--- config.mk ---
export PLATFORM = sky130hd
export DESIGN_NAME = instruction_fetch
export DESIGN_NICKNAME = d
export VERILOG_FILES = /design/src/rtl/instruction_fetch_pkg.sv /design/src/rtl/instruction_fetch.sv
export SDC_FILE = /design/constraint.sdc
export NUM_CORES = 1
export LEC_CHECK = 0
export BUFFER_PORTS_ARGS = -buffer_cell sky130_fd_sc_hd__buf_4
export CORE_ASPECT_RATIO = 1.5
export CORE_MARGIN = 4
export CORE_UTILIZATION = 45
export DETAILED_ROUTE_END_ITERATION = 6
export PLACE_DENSITY_LB_ADDON = 0.2
export SYNTH_ARGS = -nofsm -noshare
export SYNTH_HDL_FRONTEND = slang
export SYNTH_SLANG_ARGS = --single-unit
--- constraint.sdc ---
create_clock -name clock -period 8.2 [get_ports clock]
set_clock_uncertainty 0.05 [all_clocks]
set_input_delay 2.46 -clock clock [delete_from_list [all_inputs] [get_ports clock]]
set_output_delay 2.46 -clock clock [all_outputs]
set_load 0.1 [all_outputs]
--- src/rtl/instruction_fetch_pkg.sv ---
// +--------------------------------------------------------------------+
// | instruction_fetch_pkg: shared fetch state encoding and instruction |
// | constants.  Rev 1.0                                                |
// +--------------------------------------------------------------------+
`default_nettype none

package instruction_fetch_pkg;

  typedef enum logic [1:0] {
    ST_FETCH = 2'd0,
    ST_WAIT  = 2'd1,
    ST_VALID = 2'd2
  } fetch_state_t;

  localparam logic [15:0] HALT_WORD_DEFAULT = 16'h0300;
  localparam logic [15:0] NOP_WORD          = 16'h0000;

endpackage

`default_nettype wire

--- src/rtl/instruction_fetch.sv ---
// +--------------------------------------------------------------------+
// | instruction_fetch: program counter, ROM read and one-word prefetch |
// | feeding the decoder/sequencer.  Rev 1.0                            |
// +--------------------------------------------------------------------+
`default_nettype none

module instruction_fetch
  import instruction_fetch_pkg::*;
#(
  parameter int                     PC_WIDTH     = 16,
  parameter logic [PC_WIDTH-1:0]    RESET_VECTOR = '0,
  parameter logic [15:0]            HALT_WORD    = HALT_WORD_DEFAULT
) (
  input  logic                clock,
  input  logic                reset,
  input  logic                program_counter_increment,
  input  logic                pc_load,
  input  logic [PC_WIDTH-1:0] pc_load_value,
  output logic [PC_WIDTH-1:0] rom_addr,
  input  logic [15:0]         rom_rdata,
  output logic [15:0]         current_instruction,
  output logic                instruction_valid,
  output logic [PC_WIDTH-1:0] program_counter,
  output logic                halted
);

  fetch_state_t        state;
  fetch_state_t        state_next;
  logic [PC_WIDTH-1:0] pc_next;
  logic [15:0]         instr_next;
  logic                valid_next;
  logic [PC_WIDTH-1:0] pc_plus1;
  logic [PC_WIDTH-1:0] rd_tag;
  logic                rd_tag_valid;
  logic                prefetch_hit;

  // Wraps naturally at the PC width, so the hit test sees the wrapped address.
  assign pc_plus1     = program_counter + PC_WIDTH'(1);
  assign prefetch_hit = rd_tag_valid && (rd_tag == pc_plus1);
  assign halted       = instruction_valid && (current_instruction == HALT_WORD);

  always_comb begin
    state_next = state;
    pc_next    = program_counter;
    instr_next = current_instruction;
    valid_next = instruction_valid;
    rom_addr   = program_counter;

    case (state)
      ST_FETCH: begin
        valid_next = 1'b0;
        if (pc_load) begin
          pc_next    = pc_load_value;
          state_next = ST_FETCH;
        end else begin
          state_next = ST_WAIT;
        end
      end

      ST_WAIT: begin
        if (pc_load) begin
          pc_next    = pc_load_value;
          valid_next = 1'b0;
          state_next = ST_FETCH;
        end else begin
          instr_next = rom_rdata;
          valid_next = 1'b1;
          state_next = ST_VALID;
        end
      end

      ST_VALID: begin
        rom_addr = pc_plus1;
        if (pc_load) begin
          pc_next    = pc_load_value;
          valid_next = 1'b0;
          state_next = ST_FETCH;
        end else if (program_counter_increment) begin
          pc_next = pc_plus1;
          // rom_rdata already holds the next word only when its tag matches.
          if (prefetch_hit) begin
            instr_next = rom_rdata;
          end else begin
            valid_next = 1'b0;
            state_next = ST_FETCH;
          end
        end
      end

      default: begin
        valid_next = 1'b0;
        state_next = ST_FETCH;
      end
    endcase
  end

  always_ff @(posedge clock) begin
    if (reset) begin
      state               <= ST_FETCH;
      program_counter     <= RESET_VECTOR;
      current_instruction <= NOP_WORD;
      instruction_valid   <= 1'b0;
      rd_tag              <= '0;
      rd_tag_valid        <= 1'b0;
    end else begin
      state               <= state_next;
      program_counter     <= pc_next;
      current_instruction <= instr_next;
      instruction_valid   <= valid_next;
      rd_tag              <= rom_addr;
      rd_tag_valid        <= 1'b1;
    end
  end

endmodule

`default_nettype wire

==> results.cfg, run 1 <==
[placement]
io_buffer_count = 85
dp_hpwl_mm = 5.506
place_ws_ns = 3.462
gp_congestion = 0.8750

[yosys]
ys_seq_area_share_pct = 34.68
synthFlopType = dfxtp_1
synth_nets = 392
postSynthAreaPerCell_sq_um = 8.293
async_flop_share_pct = 0
yosys_warnings = 0
synth_cells = 355
synth.cell_area_sq_mm = 0.002944
synth-seq-cells = 51
synth_cell_types = 48
synth_edf_count = 0

[global_route]
gr-max-usage-layer = met2
use_met2_pct = 33.76
grt_pass1_wl_mm = 11.99
grt_start_max_net_pins = 33
groute.usage.overall_pct = 19.18
grtUsageMet1_pct = 21.48
antenna_found_initial = 0
overflow = 0
met3_usage_pct = 5.535
grt_pass1_vias = 2587

[floorplan]
die_area_sq_mm = 0.007927
fp.dieW_um = 74.04
rows = 35
coreArea_sq_mm = 0.006262
initial_core_util_pct = 47.01
io_pins = 86
die_h_um = 107.1

[clock_network]
clkTransAtPathRegs_ns = 0.10
ctsResizeCount = 0
htreeDepth = 2
postCtsHoldBufs = 0
cts_buffers = 5
clk_latency_ns = 0.31
clock_sinks = 51
clk_path_buf_depth = 2
cts_root_buf = clkbuf_8
cts_tree = yes
postCtsSetupBuffers = 0

[detailed_routing]
drc_errors = 0
first_pass_iters = 4
ant_nets = 0
wl_per_cell_um = 14.82
wl_mm = 7.338
vias_per_cell = 5.358
drt_iter0_markers = 146
num_vias = 2652

[critical_path]
reg2reg_setup_slack_ns = 4.43
ff2ff_path_depth = 8
reg2reg_to = current_instruction[14]
critPathBufInv = 1
crit_path_max_incr_delay_ns = 0.59
crit_path_start_kind = flop
critPathArrivalTime_ns = 2.57
regToRegStartpoint = instruction_valid
crit_type = flop to output pin
worstPathMaxFanout = 12
end_kind = output pin
crit_family = simple AND/OR/NAND/NOR gates
crit_slowest_cell = dfxtp_1
crit_chain = and4_4 -> and2_1 -> nand3_1 -> nor3_1 -> nand2_1 -> xnor2_1 -> buf_4
required_ns = 5.69

[sta]
tns_ns = 0
post-route-period-util_pct = 61.92
finalHoldViolCount = 0
maxSlewViolCount = 0
setup_slack_ns = 3.122
setup_violations = 0
tightest_slew_ns = 1.094
maxSlewHeadroom_pct = 26.92
rsz0062_at_grt = false
period_minus_slack_ns = 5.078
max_freq_ghz = 0.1969

[power_and_ir_drop]
irDropWorstVdd_v = 0.0001193
p_per_area_mw_per_mm2 = 170.1
p_leak_nw = 1.534

[layout]
drive_gt1_share_pct = 26.84
final_cell_mix = 88 x buf_4, 58 x nand2_1, 51 x dfxtp_1, 30 x xnor2_1, 30 x nor2_1
layout.nets = 457
final_common_cell = buf_4
syn_to_final_growth_pct = 24.01
n_antenna_cell = 0

[hold_path]
worstHoldPathType = flop to flop
min_to = current_instruction[10]
hold-path-cell-count = 2
min_from = current_instruction[10]

[flow_run]
drv_cap = 0

[run_status]
status = finished clean
layer usage:
layer | wire [um] | share of wire [%] | vias to the layer above
li1 | - | - | 1340
met1 | 2934 | 40 | 1217
met2 | 3724 | 51 | 83
met3 | 515 | 7.0 | 12
met4 | 163 | 2.2 | 0
met5 | 0 | 0 | -
where the power goes:
group / internal (mW) / switching (mW) / total, mW
sequential: 0.259 / 0.0174 / 0.276
combinational: 0.0551 / 0.134 / 0.189
clock: 0.0690 / 0.0869 / 0.156
total: 0.383 / 0.238 / 0.621
cell usage after synthesis (2+ instances only):
cell,count,area share [%]
nand2_1,58,7.4
dfxtp_1,51,35
nor2_1,30,3.8
xnor2_1,30,8.9
mux2i_1,19,6.5
clkbuf_1,17,2.2
o21ai_0,17,2.9
and2_1,16,3.4
a22oi_1,14,3.6
buf_2,8,1.4
nand3_1,8,1.4
o31ai_1,7,1.8
xor2_1,7,2.1
a21oi_1,6,1.0
a22o_1,6,1.8
inv_1,5,0.64
nand4_1,5,1.1
nor3_1,5,0.85
nor4_1,5,1.1
nand2b_1,4,0.85
buf_4,3,0.76
nor2b_1,3,0.64
a211oi_1,2,0.51
and3_1,2,0.42
mux2_2,2,0.76
nand3_2,2,0.68
nor4_4,2,1.4
metrics by stage:
stage               utilization [%]  power [mW]  instance area (sq um)  std cells  hold WS [ns]
CTS                           58.30      0.6278                   3651        495        0.4336
global route                  58.30      0.6481                   3651        495        0.4559
global placement              56.72      0.4698                   3552        487        0.4079
detailed placement            56.72      0.4716                   3552        487        0.4171
floorplan                         -      0.4275                   2944        355        0.4540
finish                        58.30      0.6212                   3651        495        0.4282
worst register-to-register path: cells and delay by family (launching register included):
kind,cells,cell delay [ns]
flip-flops,1,0.55
AND/OR/NAND/NOR,3,1.43
multiplexers,1,0.28
AO/OA/AOI/OAI,4,1.41
registers in the layout, summed over array words and instances, names as in the netlist:
| name | cells |
|---|---|
| state | 1 |
| instruction_valid | 1 |
| program_counter | 16 |
| rd_tag | 16 |
| rd_tag_valid | 1 |
| current_instruction | 16 |
area by class of cell:
cell class / instances / area (sq um)
well taps: 74 / 92.59
repair buffers: 88 / 660.6
clock buffers: 6 / 82.58
clock inverters: 2 / 16.27
flip-flops and latches: 51 / 1021
inverters: 5 / 18.77
fillers: 634 / 2611
multi-input cells: 269 / 1759
how the worst max path moves through the flow:
stage / start / to / cells past startpoint
2_1_floorplan: instruction_valid / halted / 5
3_5_place_dp: program_counter[2] / rom_addr[13] / 7
4_1_cts: program_counter[2] / rom_addr[13] / 7
5_1_grt: instruction_valid / rom_addr[11] / 4
3_3_place_gp: program_counter[3] / rom_addr[13] / 7
6_report: program_counter[2] / rom_addr[13] / 7
kinds of logic (layout without fill, tap and decap cells):
family / Yosys count / after routing / synth area share (%)
AND/OR/NAND/NOR: 151 / 151 / 26.39
AO/OA/AOI/OAI: 59 / 59 / 14.58
flip-flops: 51 / 51 / 34.68
XOR/XNOR: 37 / 37 / 11.01
buffers and inverters: 35 / 101 / 5.695
multiplexers: 21 / 21 / 7.225
adder cells (fa/ha/maj): 1 / 1 / 0.4249
Note: power is estimated with default switching activity, not from simulation.
==> run 2, diff against run 1 <==
- clock period: 8.2 -> 4.6 ns (I/O delays scaled with it)
==> run 2 against run 1 <==
  * Power is 79% higher
  * Routed wire length is 2.5% higher
  * Largest cell class unchanged
  * Via count is 1.8% higher
  * Worst setup slack worse by 2.5 ns
  * Highest routed layer unchanged
  * Register-to-register slack worse by 3.1 ns
  * Largest power group unchanged
  * Hold slack hardly changed
==> results.cfg, run 2 (same netlist as run 1, synthesis figures left out) <==
[run_status]
status = finished clean

[clock_network]
clock_sinks = 51
cts_buffers = 5
clk_latency_ns = 0.30
cts_root_buf = clkbuf_8
clk_path_buf_depth = 2
postCtsSetupBuffers = 0
postCtsHoldBufs = 0
htreeDepth = 2
clkTransAtPathRegs_ns = 0.10
ctsResizeCount = 0
cts_tree = yes

[floorplan]
die_h_um = 107.1
rows = 35
coreArea_sq_mm = 0.006262
initial_core_util_pct = 47.01
die_area_sq_mm = 0.007927
io_pins = 86
fp.dieW_um = 74.04

[sta]
period_minus_slack_ns = 3.970
maxSlewHeadroom_pct = 46.95
tightest_slew_ns = 0.7948
post-route-period-util_pct = 86.31
rsz0062_at_grt = false
setup_slack_ns = 0.6298
finalHoldViolCount = 0
setup_violations = 0
max_freq_ghz = 0.2519
hold_ws_ns = 0.4279
maxSlewViolCount = 0
tns_ns = 0

[global_route]
overflow = 0
grt_pass1_vias = 2607
grt_start_max_net_pins = 29
groute.usage.overall_pct = 19.81
antenna_found_initial = 0
grt_pass1_wl_mm = 12.41

[critical_path]
crit_chain = and4_4 -> and2_1 -> nand3_1 -> nor3_1 -> nand2_1 -> xnor2_2 -> buf_4
crit_path_max_incr_delay_ns = 0.62
end_kind = output pin
crit_slowest_cell = dfxtp_1
crit_path_start_kind = flop
startpoint = program_counter[2]
crit_type = flop to output pin
regToRegStartpoint = program_counter[0]
required_ns = 3.17
worstPathMaxFanout = 12
critPathArrivalTime_ns = 2.54

[detailed_routing]
first_pass_iters = 4
drc_errors = 0
wl_per_cell_um = 15.10
vias_per_cell = 5.420
ant_nets = 0
drt_iter0_markers = 184
num_vias = 2699
wl_mm = 7.522

[layout]
n_antenna_cell = 0
final_cell_mix = 91 x buf_4, 58 x nand2_1, 51 x dfxtp_1, 30 x nor2_1, 20 x xnor2_1
syn_to_final_growth_pct = 27.79
reg_top3 = current_instruction x16, program_counter x16, rd_tag x16
finalNonFillerCells = 498
final_common_cell = buf_4
layout.nets = 460
drive_gt1_share_pct = 30.42

[placement]
placed_cells = 490
place_ws_ns = 0.9776
io_buffer_count = 85
dp_hpwl_mm = 5.632
gp_congestion = 0.8214

[power_and_ir_drop]
power.internal_mw = 0.6744
p_seq_share_pct = 44.6
p_per_area_mw_per_mm2 = 295.1
p_switching_mw = 0.4358
irDropWorstVdd_v = 0.0001982
p_sw_share_pct = 39.25
clockPowerShare_pct = 24.6
pwr-share-comb_pct = 30.8
p_leak_nw = 1.635

[flow_run]
drv_cap = 0

[hold_path]
worstHoldPathType = flop to flop
min_from = current_instruction[13]
## run 2: cell count changes in the layout (fill, tap and decap cells not counted), moves of 2 or more
cell and change:
xor2_1 -2, xnor2_1 -10, xor2_2 +2, buf_4 +3
inv_6 +2, xnor2_2 +10
## run 2: worst max-delay path: cells and delay by family, from the launching register on
| family | cells | cell delay [ns] |
|---|---|---|
| buf+inv | 1 | 0.31 |
| flops | 1 | 0.62 |
| xor+xnor | 1 | 0.16 |
| simple gates | 5 | 1.15 |
## run 2: layout make-up
cell class	count	area (sq um)
fill	590	2500
multi-input combinational	269	1856
sequential	51	1021
timing repair buffer	91	683.2
tap	74	92.59
clock buffer	5	68.82
clock inverter	3	22.52
inverter	5	18.77
## run 2: stage by stage
step / utilization (%) / power, mW / instance area [sq um]
3_5_place_dp: 58.62 / 0.8482 / 3671
3_3_place_gp: 58.62 / 0.8454 / 3671
5_1_grt: 60.08 / 1.159 / 3762
6_report: 60.08 / 1.110 / 3762
4_1_cts: 60.08 / 1.122 / 3762
2_1_floorplan: - / 0.7677 / 3040
## run 2: power by group through the flow
stage | Combinational, mW | Clock [mW] | Sequential (mW)
2_1_floorplan | 0.187 | 0 | 0.581
3_3_place_gp | 0.341 | 0 | 0.504
3_5_place_dp | 0.343 | 0 | 0.505
4_1_cts | 0.344 | 0.282 | 0.495
5_1_grt | 0.360 | 0.299 | 0.499
6_report | 0.342 | 0.273 | 0.495
## run 2: routing by layer
metal | part of all wire, % | vias to the layer above | global-route usage (%)
met2 | 53 | 77 | 34.01
met5 | 0 | - | 0
met3 | 7.2 | 10 | 6.191
met4 | 1.3 | 0 | 5.829
li1 | - | 1345 | -
met1 | 39 | 1267 | 23.05
## run 2: worst paths after layout
kind         depth (start not counted)                       to  slack, ns
max                                  7             rom_addr[13]       0.63
min                                  2  current_instruction[13]       0.43
max reg2reg                         10  current_instruction[14]       1.37
min reg2reg                          2  current_instruction[13]       0.43
